`config.mk`:
```
export PLATFORM = sky130hd
export DESIGN_NAME = uart_apb4_regmap
export DESIGN_NICKNAME = d
export VERILOG_FILES = /design/src/rtl/uart_apb4_regmap.sv
export SDC_FILE = /design/constraint.sdc
export NUM_CORES = 1
export LEC_CHECK = 0
export CORE_MARGIN = 3
export CORE_UTILIZATION = 46
export DETAILED_ROUTE_END_ITERATION = 8
export PLACE_DENSITY = 0.94
export SLEW_MARGIN = 20
export SYNTH_ARGS = -nofsm -noshare
export SYNTH_HDL_FRONTEND = slang
export SYNTH_SLANG_ARGS = --single-unit
```
`constraint.sdc`:
```
create_clock -name i_apb_pclk -period 4.8 [get_ports i_apb_pclk]
set_input_delay 1.2 -clock i_apb_pclk [delete_from_list [all_inputs] [get_ports i_apb_pclk]]
set_output_delay 1.2 -clock i_apb_pclk [all_outputs]
set_load 0.02 [all_outputs]
```
`src/rtl/uart_apb4_regmap.sv`:
```
// APB4 register map for a UART: control, interrupt mask/status, FIFO push/pop windows
// and read-only status words, behind a wait-state access FSM that commits each transfer once.
module uart_apb4_regmap #(
    parameter int unsigned APB_ADDR_WIDTH  = 32,
    parameter int unsigned APB_DATA_WIDTH  = 32,
    parameter int unsigned FIFO_DATA_WIDTH = 8,
    parameter int unsigned FIFO_USED_WIDTH = 5,
    parameter int unsigned IRQ_EVENTS_NUM  = 8,
    parameter int unsigned WAIT_STATES     = 0,
    parameter logic [7:0]  IP_VERSION      = 8'h20
) (
    input  logic                       i_apb_pclk,
    input  logic                       i_apb_presetn,
    input  logic [APB_ADDR_WIDTH-1:0]  i_apb_paddr,
    input  logic [APB_DATA_WIDTH-1:0]  i_apb_pwdata,
    input  logic [3:0]                 i_apb_pstrb,
    input  logic                       i_apb_pwrite,
    input  logic                       i_apb_psel,
    input  logic                       i_apb_penable,
    output logic [APB_DATA_WIDTH-1:0]  o_apb_prdata,
    output logic                       o_apb_pready,
    output logic                       o_apb_pslverr,
    input  logic [FIFO_DATA_WIDTH-1:0] i_ufifo_rdata,
    input  logic                       i_ufifo_empty,
    input  logic                       i_dfifo_full,
    input  logic [FIFO_USED_WIDTH-1:0] i_ufifo_used,
    input  logic [FIFO_USED_WIDTH-1:0] i_dfifo_used,
    input  logic [IRQ_EVENTS_NUM-1:0]  i_irq_events,
    output logic                       o_ufifo_pop,
    output logic                       o_dfifo_push,
    output logic [FIFO_DATA_WIDTH-1:0] o_dfifo_wdata,
    output logic [31:0]                o_ctrl,
    output logic                       o_irq
);

    localparam logic [4:0] OffCtrl   = 5'h00;
    localparam logic [4:0] OffMask   = 5'h04;
    localparam logic [4:0] OffStatus = 5'h08;
    localparam logic [4:0] OffDfifo  = 5'h0C;
    localparam logic [4:0] OffUfifo  = 5'h10;
    localparam logic [4:0] OffStats  = 5'h14;
    localparam logic [4:0] OffHwinfo = 5'h18;

    typedef enum logic [1:0] {StIdle, StWait, StResp} state_e;

    state_e                      state_q, state_d;
    logic [2:0]                  cnt_q, cnt_d;
    logic                        commit;

    logic [31:0]                 ctrl_q, ctrl_d;
    logic [IRQ_EVENTS_NUM-1:0]   mask_q, mask_d;
    logic [IRQ_EVENTS_NUM-1:0]   status_q, status_d;
    logic [IRQ_EVENTS_NUM-1:0]   clr;
    logic                        irq_q;

    logic [APB_DATA_WIDTH-1:0]   prdata_q;
    logic                        pslverr_q;
    logic                        pop_q;
    logic                        push_q;
    logic [FIFO_DATA_WIDTH-1:0]  wdata_q;

    logic [4:0]                  reg_off;
    logic [31:0]                 wmask;
    logic [31:0]                 rd_data;
    logic                        acc_err;
    logic                        ctrl_wr;
    logic                        mask_wr;
    logic                        stat_wr;
    logic                        push_req;
    logic                        pop_req;
    logic                        ok;
    logic                        unused_paddr;

    assign reg_off      = i_apb_paddr[4:0];
    assign unused_paddr = ^i_apb_paddr;

    // FSM: state register
    always_ff @(posedge i_apb_pclk or negedge i_apb_presetn) begin
        if (!i_apb_presetn) begin
            state_q <= StIdle;
        end else begin
            state_q <= state_d;
        end
    end

    // FSM: next state; dropping psel in the wait phase abandons the transfer
    always_comb begin
        state_d = state_q;
        case (state_q)
            StIdle: if (i_apb_psel && i_apb_penable) state_d = StWait;
            StWait: begin
                if (!i_apb_psel) begin
                    state_d = StIdle;
                end else if (cnt_q == 3'd0) begin
                    state_d = StResp;
                end
            end
            StResp:  state_d = StIdle;
            default: state_d = StIdle;
        endcase
    end

    // FSM: outputs
    always_comb begin
        o_apb_pready = (state_q == StResp);
        commit       = (state_q == StWait) && i_apb_psel && (cnt_q == 3'd0);
    end

    always_comb begin
        cnt_d = cnt_q;
        if (state_q == StIdle && i_apb_psel && i_apb_penable) begin
            cnt_d = 3'(WAIT_STATES);
        end else if (state_q == StWait && cnt_q != 3'd0) begin
            cnt_d = cnt_q - 3'd1;
        end
    end

    always_ff @(posedge i_apb_pclk or negedge i_apb_presetn) begin
        if (!i_apb_presetn) begin
            cnt_q <= 3'd0;
        end else begin
            cnt_q <= cnt_d;
        end
    end

    always_comb begin
        for (int i = 0; i < 4; i++) begin
            wmask[8*i +: 8] = {8{i_apb_pstrb[i]}};
        end
    end

    // Address decode and access legality for the transfer currently on the bus
    always_comb begin
        rd_data  = '0;
        acc_err  = (i_apb_paddr[1:0] != 2'b00);
        ctrl_wr  = 1'b0;
        mask_wr  = 1'b0;
        stat_wr  = 1'b0;
        push_req = 1'b0;
        pop_req  = 1'b0;
        case (reg_off)
            OffCtrl: begin
                if (i_apb_pwrite) ctrl_wr = 1'b1;
                else              rd_data = ctrl_q;
            end
            OffMask: begin
                if (i_apb_pwrite) mask_wr = 1'b1;
                else              rd_data = 32'(mask_q);
            end
            OffStatus: begin
                if (i_apb_pwrite) stat_wr = 1'b1;
                else              rd_data = 32'(status_q);
            end
            OffDfifo: begin
                if (!i_apb_pwrite || i_dfifo_full) acc_err  = 1'b1;
                else                               push_req = i_apb_pstrb[0];
            end
            OffUfifo: begin
                if (i_apb_pwrite || i_ufifo_empty) begin
                    acc_err = 1'b1;
                end else begin
                    pop_req = 1'b1;
                    rd_data = 32'(i_ufifo_rdata);
                end
            end
            OffStats: begin
                if (i_apb_pwrite) acc_err = 1'b1;
                else rd_data = {8'h00, 8'(i_dfifo_used), 8'(i_ufifo_used), 6'h00,
                                i_dfifo_full, i_ufifo_empty};
            end
            OffHwinfo: begin
                if (i_apb_pwrite) acc_err = 1'b1;
                else rd_data = {5'h00, 3'(WAIT_STATES), 4'h0, 4'(FIFO_DATA_WIDTH), 3'h0,
                                5'(IRQ_EVENTS_NUM), IP_VERSION};
            end
            default: acc_err = 1'b1;
        endcase
    end

    assign ok = commit && !acc_err;

    always_comb begin
        ctrl_d = ctrl_q;
        mask_d = mask_q;
        clr    = '0;
        if (ok && ctrl_wr) begin
            ctrl_d = (ctrl_q & ~wmask) | (i_apb_pwdata[31:0] & wmask);
        end
        if (ok && mask_wr) begin
            mask_d = (mask_q & ~wmask[IRQ_EVENTS_NUM-1:0])
                   | (i_apb_pwdata[IRQ_EVENTS_NUM-1:0] & wmask[IRQ_EVENTS_NUM-1:0]);
        end
        if (ok && stat_wr) begin
            clr = i_apb_pwdata[IRQ_EVENTS_NUM-1:0] & wmask[IRQ_EVENTS_NUM-1:0];
        end
        // New events are OR-ed in after the clear so a coincident set survives
        status_d = (status_q & ~clr) | i_irq_events;
    end

    always_ff @(posedge i_apb_pclk or negedge i_apb_presetn) begin
        if (!i_apb_presetn) begin
            ctrl_q   <= '0;
            mask_q   <= '0;
            status_q <= '0;
            irq_q    <= 1'b0;
        end else begin
            ctrl_q   <= ctrl_d;
            mask_q   <= mask_d;
            status_q <= status_d;
            irq_q    <= |(status_q & mask_q);
        end
    end

    // Response and FIFO strobes are captured at the commit edge and thus line up with RESP
    always_ff @(posedge i_apb_pclk or negedge i_apb_presetn) begin
        if (!i_apb_presetn) begin
            prdata_q  <= '0;
            pslverr_q <= 1'b0;
            pop_q     <= 1'b0;
            push_q    <= 1'b0;
            wdata_q   <= '0;
        end else begin
            pop_q  <= ok && pop_req;
            push_q <= ok && push_req;
            if (commit) begin
                prdata_q  <= acc_err ? '0 : APB_DATA_WIDTH'(rd_data);
                pslverr_q <= acc_err;
            end
            if (ok && push_req) begin
                wdata_q <= i_apb_pwdata[FIFO_DATA_WIDTH-1:0];
            end
        end
    end

    assign o_apb_prdata  = prdata_q;
    assign o_apb_pslverr = pslverr_q;
    assign o_ufifo_pop   = pop_q;
    assign o_dfifo_push  = push_q;
    assign o_dfifo_wdata = wdata_q;
    assign o_ctrl        = ctrl_q;
    assign o_irq         = irq_q;

endmodule

```
After elaboration in Yosys (flattened, before gate mapping)
Cells that the tools add are included.
{"block": "classes", "n_addsub": 1, "n_mul": 0, "n_div": 0, "n_lt_le_gt_ge": 0, "n_eq_ne": 10, "shift": 0, "muxes": 27, "bitwise_logic": 12, "reduce_logical": 26}
{"operator": "$pmux W32 S6", "count": 1}
{"operator": "$and A32 B32 Y32", "count": 2}
{"operator": "$mux W32", "count": 2}
{"operator": "$and A8 B8 Y8", "count": 4}
{"operator": "$mux W8", "count": 4}
{"operator": "$not A32 Y32", "count": 1}
{"operator": "$or A32 B32 Y32", "count": 1}
{"operator": "$mux W21", "count": 1}
{"operator": "$mux W20", "count": 1}
{"operator": "$not A8 Y8", "count": 2}
{"operator": "$or A8 B8 Y8", "count": 2}
{"operator": "$eq A5 B5 Y1 const B", "count": 3}
{"operator": "$logic_and A1 B1 Y1", "count": 12}
{"operator": "$mux W1", "count": 11}
{"operator": "$eq A5 B4 Y1 const B", "count": 2}
{"operator": "$reduce_or A8 Y1", "count": 1}
{"operator": "$mux W2", "count": 3}
{"operator": "$mux W3", "count": 2}
{"operator": "$eq A5 B3 Y1 const B", "count": 1}
{"operator": "$logic_not A5 Y1", "count": 1}
{"operator": "$pmux W1 S4", "count": 1}
{"operator": "$pmux W2 S2", "count": 1}
{"operator": "$reduce_bool A2 Y1", "count": 2}
{"operator": "$logic_not A3 Y1", "count": 1}
{"operator": "12 further kinds", "count": 14}
{"block": "word_totals", "regBits": 97, "latchBits": 0, "ramBits": 0, "rom_bits": 0, "in_bits": 101, "out_inout_bits": 77, "mem_count": 0}

Depth between registers and ports, before layout
{"block": "logic_depth", "ltp_word": 11, "mapped_depth": 7, "mapped_depth_nobuf": 6}

Least setup slack after synthesis
No wires, ideal clock.
{"block": "synth_path", "kind": "in2reg", "startpoint": "input i_apb_paddr[4]", "endpoint": "register (tool-made name)", "setup_ns": 0.125, "arrival_ns": 2.720, "required_ns": 4.675, "path_slack_ns": 1.955, "path_stages": 5, "n_path_buf": 1, "cell_sequence": "or4b_4 -> nor4_4 -> and2_1 -> buf_6 -> mux2_2"}
{"element": "from (decl)", "line_no": "14", "source": "input logic [APB_ADDR_WIDTH-1:0] i_apb_paddr,"}

==> metrics.txt <==
# TYPE chip_impl_metric gauge
chip_impl_metric{name="drive_gt1_frac",unit=""} 0.173
chip_impl_metric{name="fraction_of_the_mapped_netlist_area_in_simple_logic_gates",unit=""} 0.118
chip_impl_info{name="mostFrequentLayoutCells",value="149 x clkdlybuf4s50_1, 97 x dfrtp_1, 47 x mux2_2"} 1
chip_impl_metric{name="synthXorXnorAreaFrac",unit=""} 0.00410
chip_impl_metric{name="worst_ir_drop_vdd",unit="mV"} 0.212
chip_impl_metric{name="synth-compound-area-share",unit=""} 0.140
chip_impl_metric{name="area.sequential",unit="µm²"} 2430
chip_impl_metric{name="min_delay_path_depth",unit=""} 1
chip_impl_metric{name="cts_resized",unit=""} 0
chip_impl_metric{name="tritoncts.num_buffers",unit=""} 9
chip_impl_metric{name="slew_violations",unit=""} 0
chip_impl_info{name="holdCritPathClass",value="reg2reg"} 1
chip_impl_metric{name="grt_max_degree",unit=""} 81
chip_impl_metric{name="pwr_density_cell",unit="nW/µm²"} 294
chip_impl_metric{name="wire_length_of_the_first_global_routing_pass",unit="µm"} 18400
chip_impl_metric{name="clock_tree.htree_level_count",unit=""} 3
chip_impl_info{name="holdCritStartpoint",value="o_apb_prdata[15]"} 1
chip_impl_metric{name="yosys_warnings",unit=""} 0
chip_impl_metric{name="place_area",unit="µm²"} 5890
chip_impl_metric{name="num_vias",unit=""} 3464
chip_impl_metric{name="synth_fa_ha_area_frac",unit=""} 0.00586
chip_impl_metric{name="number_of_input_and_output_port_buffers_inserted",unit=""} 150
chip_impl_metric{name="finalSetupTns",unit="ns"} 0
chip_impl_metric{name="synth_fp_nets",unit=""} 431
chip_impl_metric{name="clock_insertion_delay_worst_skew",unit="ns"} 0.36
chip_impl_metric{name="die_h",unit="µm"} 102
chip_impl_metric{name="syn_inst",unit=""} 328
chip_impl_metric{name="ant_nets",unit=""} 0
chip_impl_info{name="postSynth.topFlopCell",value="dfrtp_1"} 1
chip_impl_metric{name="layout.filler_cells",unit=""} 621
chip_impl_metric{name="overflow",unit=""} 0
chip_impl_info{name="critPathCaptureType",value="register"} 1
chip_impl_metric{name="path_clk_slew",unit="ns"} 0.09
chip_impl_metric{name="worst_slew_pin_slew",unit="ns"} 1.00
chip_impl_info{name="path_class",value="in2reg"} 1
chip_impl_info{name="hold_end",value="o_apb_prdata[15]"} 1
chip_impl_info{name="synth_top_family_by_area",value="multiplexers"} 1
chip_impl_metric{name="die_area",unit="µm²"} 10500
chip_impl_metric{name="post_synth_mux_area_share",unit=""} 0.143
chip_impl_metric{name="avgViaCountPerCell",unit=""} 5.84
chip_impl_metric{name="drc_errors",unit=""} 0
chip_impl_metric{name="portion_of_the_clock_cycle_consumed_by_the_worst_path_in_the_final_layout",unit=""} 0.728
chip_impl_metric{name="max_cap_viol_count",unit=""} 0
chip_impl_info{name="layout_commonest_cell",value="clkdlybuf4s50_1"} 1
chip_impl_metric{name="coreArea",unit="µm²"} 8890
chip_impl_metric{name="synthesis.area_per_instance",unit="µm²"} 13.0
chip_impl_metric{name="multi_input_comb_area",unit="µm²"} 1770
chip_impl_info{name="reg2reg_launch_point",value="cnt_q[0]"} 1
chip_impl_metric{name="floorplan.initialDensity",unit=""} 0.481
chip_impl_metric{name="place_hpwl",unit="µm"} 8390
chip_impl_metric{name="antenna-diode-count",unit=""} 0
chip_impl_metric{name="period_needed",unit="ns"} 3.49
chip_impl_metric{name="post_synth_num_cell_types",unit=""} 46
chip_impl_metric{name="post_cts_hold_buffer_count",unit=""} 0
chip_impl_metric{name="achievable-frequency",unit="GHz"} 0.286
chip_impl_metric{name="finalWirelength",unit="µm"} 11700
chip_impl_metric{name="io-pin-count",unit=""} 178
chip_impl_info{name="cts_tree",value="yes"} 1
chip_impl_metric{name="post_synth_instance_area",unit="µm²"} 4270
chip_impl_metric{name="1st_iter_drt_viols",unit=""} 190
chip_impl_metric{name="chipWidth",unit="µm"} 102
chip_impl_info{name="outcome",value="completed"} 1
chip_impl_metric{name="nNetsFinal",unit=""} 583
chip_impl_metric{name="layout.cell_area.non_filler",unit="µm²"} 6110
chip_impl_metric{name="maximum_buffer_depth_of_the_clock_tree",unit=""} 2
chip_impl_metric{name="timing.slew.headroom",unit=""} 0.330
chip_impl_metric{name="cp_max_fo",unit=""} 9
chip_impl_metric{name="worst-r2r-setup-slack",unit="ns"} 2.20
chip_impl_metric{name="ys_seq_elements",unit=""} 97
chip_impl_metric{name="worstPathArrival",unit="ns"} 3.73
chip_impl_metric{name="finClkSkew",unit="ns"} 0.0190
chip_impl_metric{name="required",unit="ns"} 5.04
chip_impl_metric{name="ff2ff_path_depth",unit=""} 7
chip_impl_metric{name="detail_route.wl_per_cell",unit="µm"} 19.8
chip_impl_metric{name="rows",unit=""} 34
chip_impl_metric{name="number_of_enable_flip_flop_cells_after_synthesis",unit=""} 0
chip_impl_metric{name="cts_sink_count",unit=""} 97
chip_impl_metric{name="drtPass1Iterations",unit=""} 4
chip_impl_metric{name="ys_seq_area_frac",unit=""} 0.568
chip_impl_metric{name="finalWeightedCongestion",unit=""} 0.846
chip_impl_info{name="rsz_0062_raised_after_global_routing",value="no"} 1
chip_impl_metric{name="finalSetupViolCount",unit=""} 0
chip_impl_metric{name="cts.repair_timing.setup_buffer_count",unit=""} 0
chip_impl_info{name="cts.root.buffer_cell",value="clkbuf_8"} 1
chip_impl_metric{name="syn_to_final_growth",unit="%"} 43.0
chip_impl_metric{name="grt_use_total",unit=""} 0.227
chip_impl_metric{name="async_reset_ff_frac",unit=""} 1.00
chip_impl_metric{name="final_hold_viol_count",unit=""} 0
chip_impl_metric{name="antenna_found_initial",unit=""} 0
chip_impl_metric{name="leakage",unit="nW"} 2.70
chip_impl_info{name="cp-start-kind",value="input pin"} 1
chip_impl_metric{name="grt_pass1_vias",unit=""} 3564
-- where the power goes --
| group | internal, mW | switching (mW) |
|---|---|---|
| logic | 0.162 | 0.172 |
| clock network | 0.256 | 0.320 |
| registers | 0.858 | 0.0295 |
-- cell type report --
class,count,area share
Tap cell,108,0.0221
Clock inverter,7,0.0154
Multi-Input combinational cell,211,0.289
Timing Repair Buffer,156,0.253
Clock buffer,9,0.0203
Sequential cell,97,0.397
Inverter,5,0.00307
-- Yosys cell counts (3+ instances only) --
cell | instances | area, µm²
buf_2 | 3 | 15.0
nand2_2 | 3 | 18.8
a21o_1 | 11 | 82.6
nor4_4 | 3 | 63.8
dfrtp_1 | 97 | 2430
a32o_1 | 6 | 60.1
nand3_1 | 12 | 60.1
o21ai_0 | 8 | 40.0
mux2_2 | 47 | 529
nand4_1 | 4 | 25.0
inv_1 | 5 | 18.8
nor2b_1 | 6 | 37.5
mux2i_1 | 7 | 70.1
clkbuf_1 | 9 | 33.8
a22oi_1 | 4 | 30.0
nor3_1 | 5 | 25.0
nor2_1 | 6 | 22.5
nand2_1 | 16 | 60.1
a22o_1 | 36 | 315
a21oi_1 | 6 | 30.0
-- per-stage QoR --
step / power, mW / worst slack, ns / instances / hold slack, ns / utilization
floorplan: 1.06 / 1.95 / 328 / 0.464 / -
global placement: 1.22 / 1.03 / 577 / 0.478 / 0.662
detailed placement: 1.23 / 0.939 / 577 / 0.491 / 0.662
CTS: 1.81 / 1.34 / 593 / 0.518 / 0.686
global route: 1.88 / 1.24 / 593 / 0.535 / 0.687
finish: 1.80 / 1.31 / 593 / 0.510 / 0.687
-- worst max-delay path, stage by stage --
cell and delay (ns):
clkdlybuf4s50_1 0.62, or4b_4 0.56, nor4_4 0.49, and2_1 0.48, mux2_2 0.38
-- kinds of logic after synthesis --
group,after synthesis
and+or+nand+nor,76
muxes,55
adders and majority gates,2
xor gates and xnor gates,2
buffers and inverters,20
DFF,97
AOI/OAI and AO/OA,76
-- metal layers --
| layer | GRT usage | routed length (µm) | part of all wire |
|---|---|---|---|
| met5 | 0 | 0 | 0 |
| met2 | 0.400 | 6130 | 0.52 |
| met3 | 0.0635 | 949 | 0.081 |
| met1 | 0.278 | 4540 | 0.39 |
| met4 | 0.0545 | 113 | 0.0096 |
-- worst max-delay path by stage --
stage                        start  endpoint  slack (ns)  depth (start not counted)
floorplan           i_apb_paddr[4]  register        1.95                          5
global placement    i_apb_paddr[1]  register        1.03                          5
detailed placement  i_apb_paddr[1]  register        0.94                          5
CTS                   i_apb_pwrite  register        1.34                          5
global route        i_apb_paddr[1]  register        1.24                          5
finish                i_apb_pwrite  register        1.31                          5
Power figures use the tool's default switching activity.
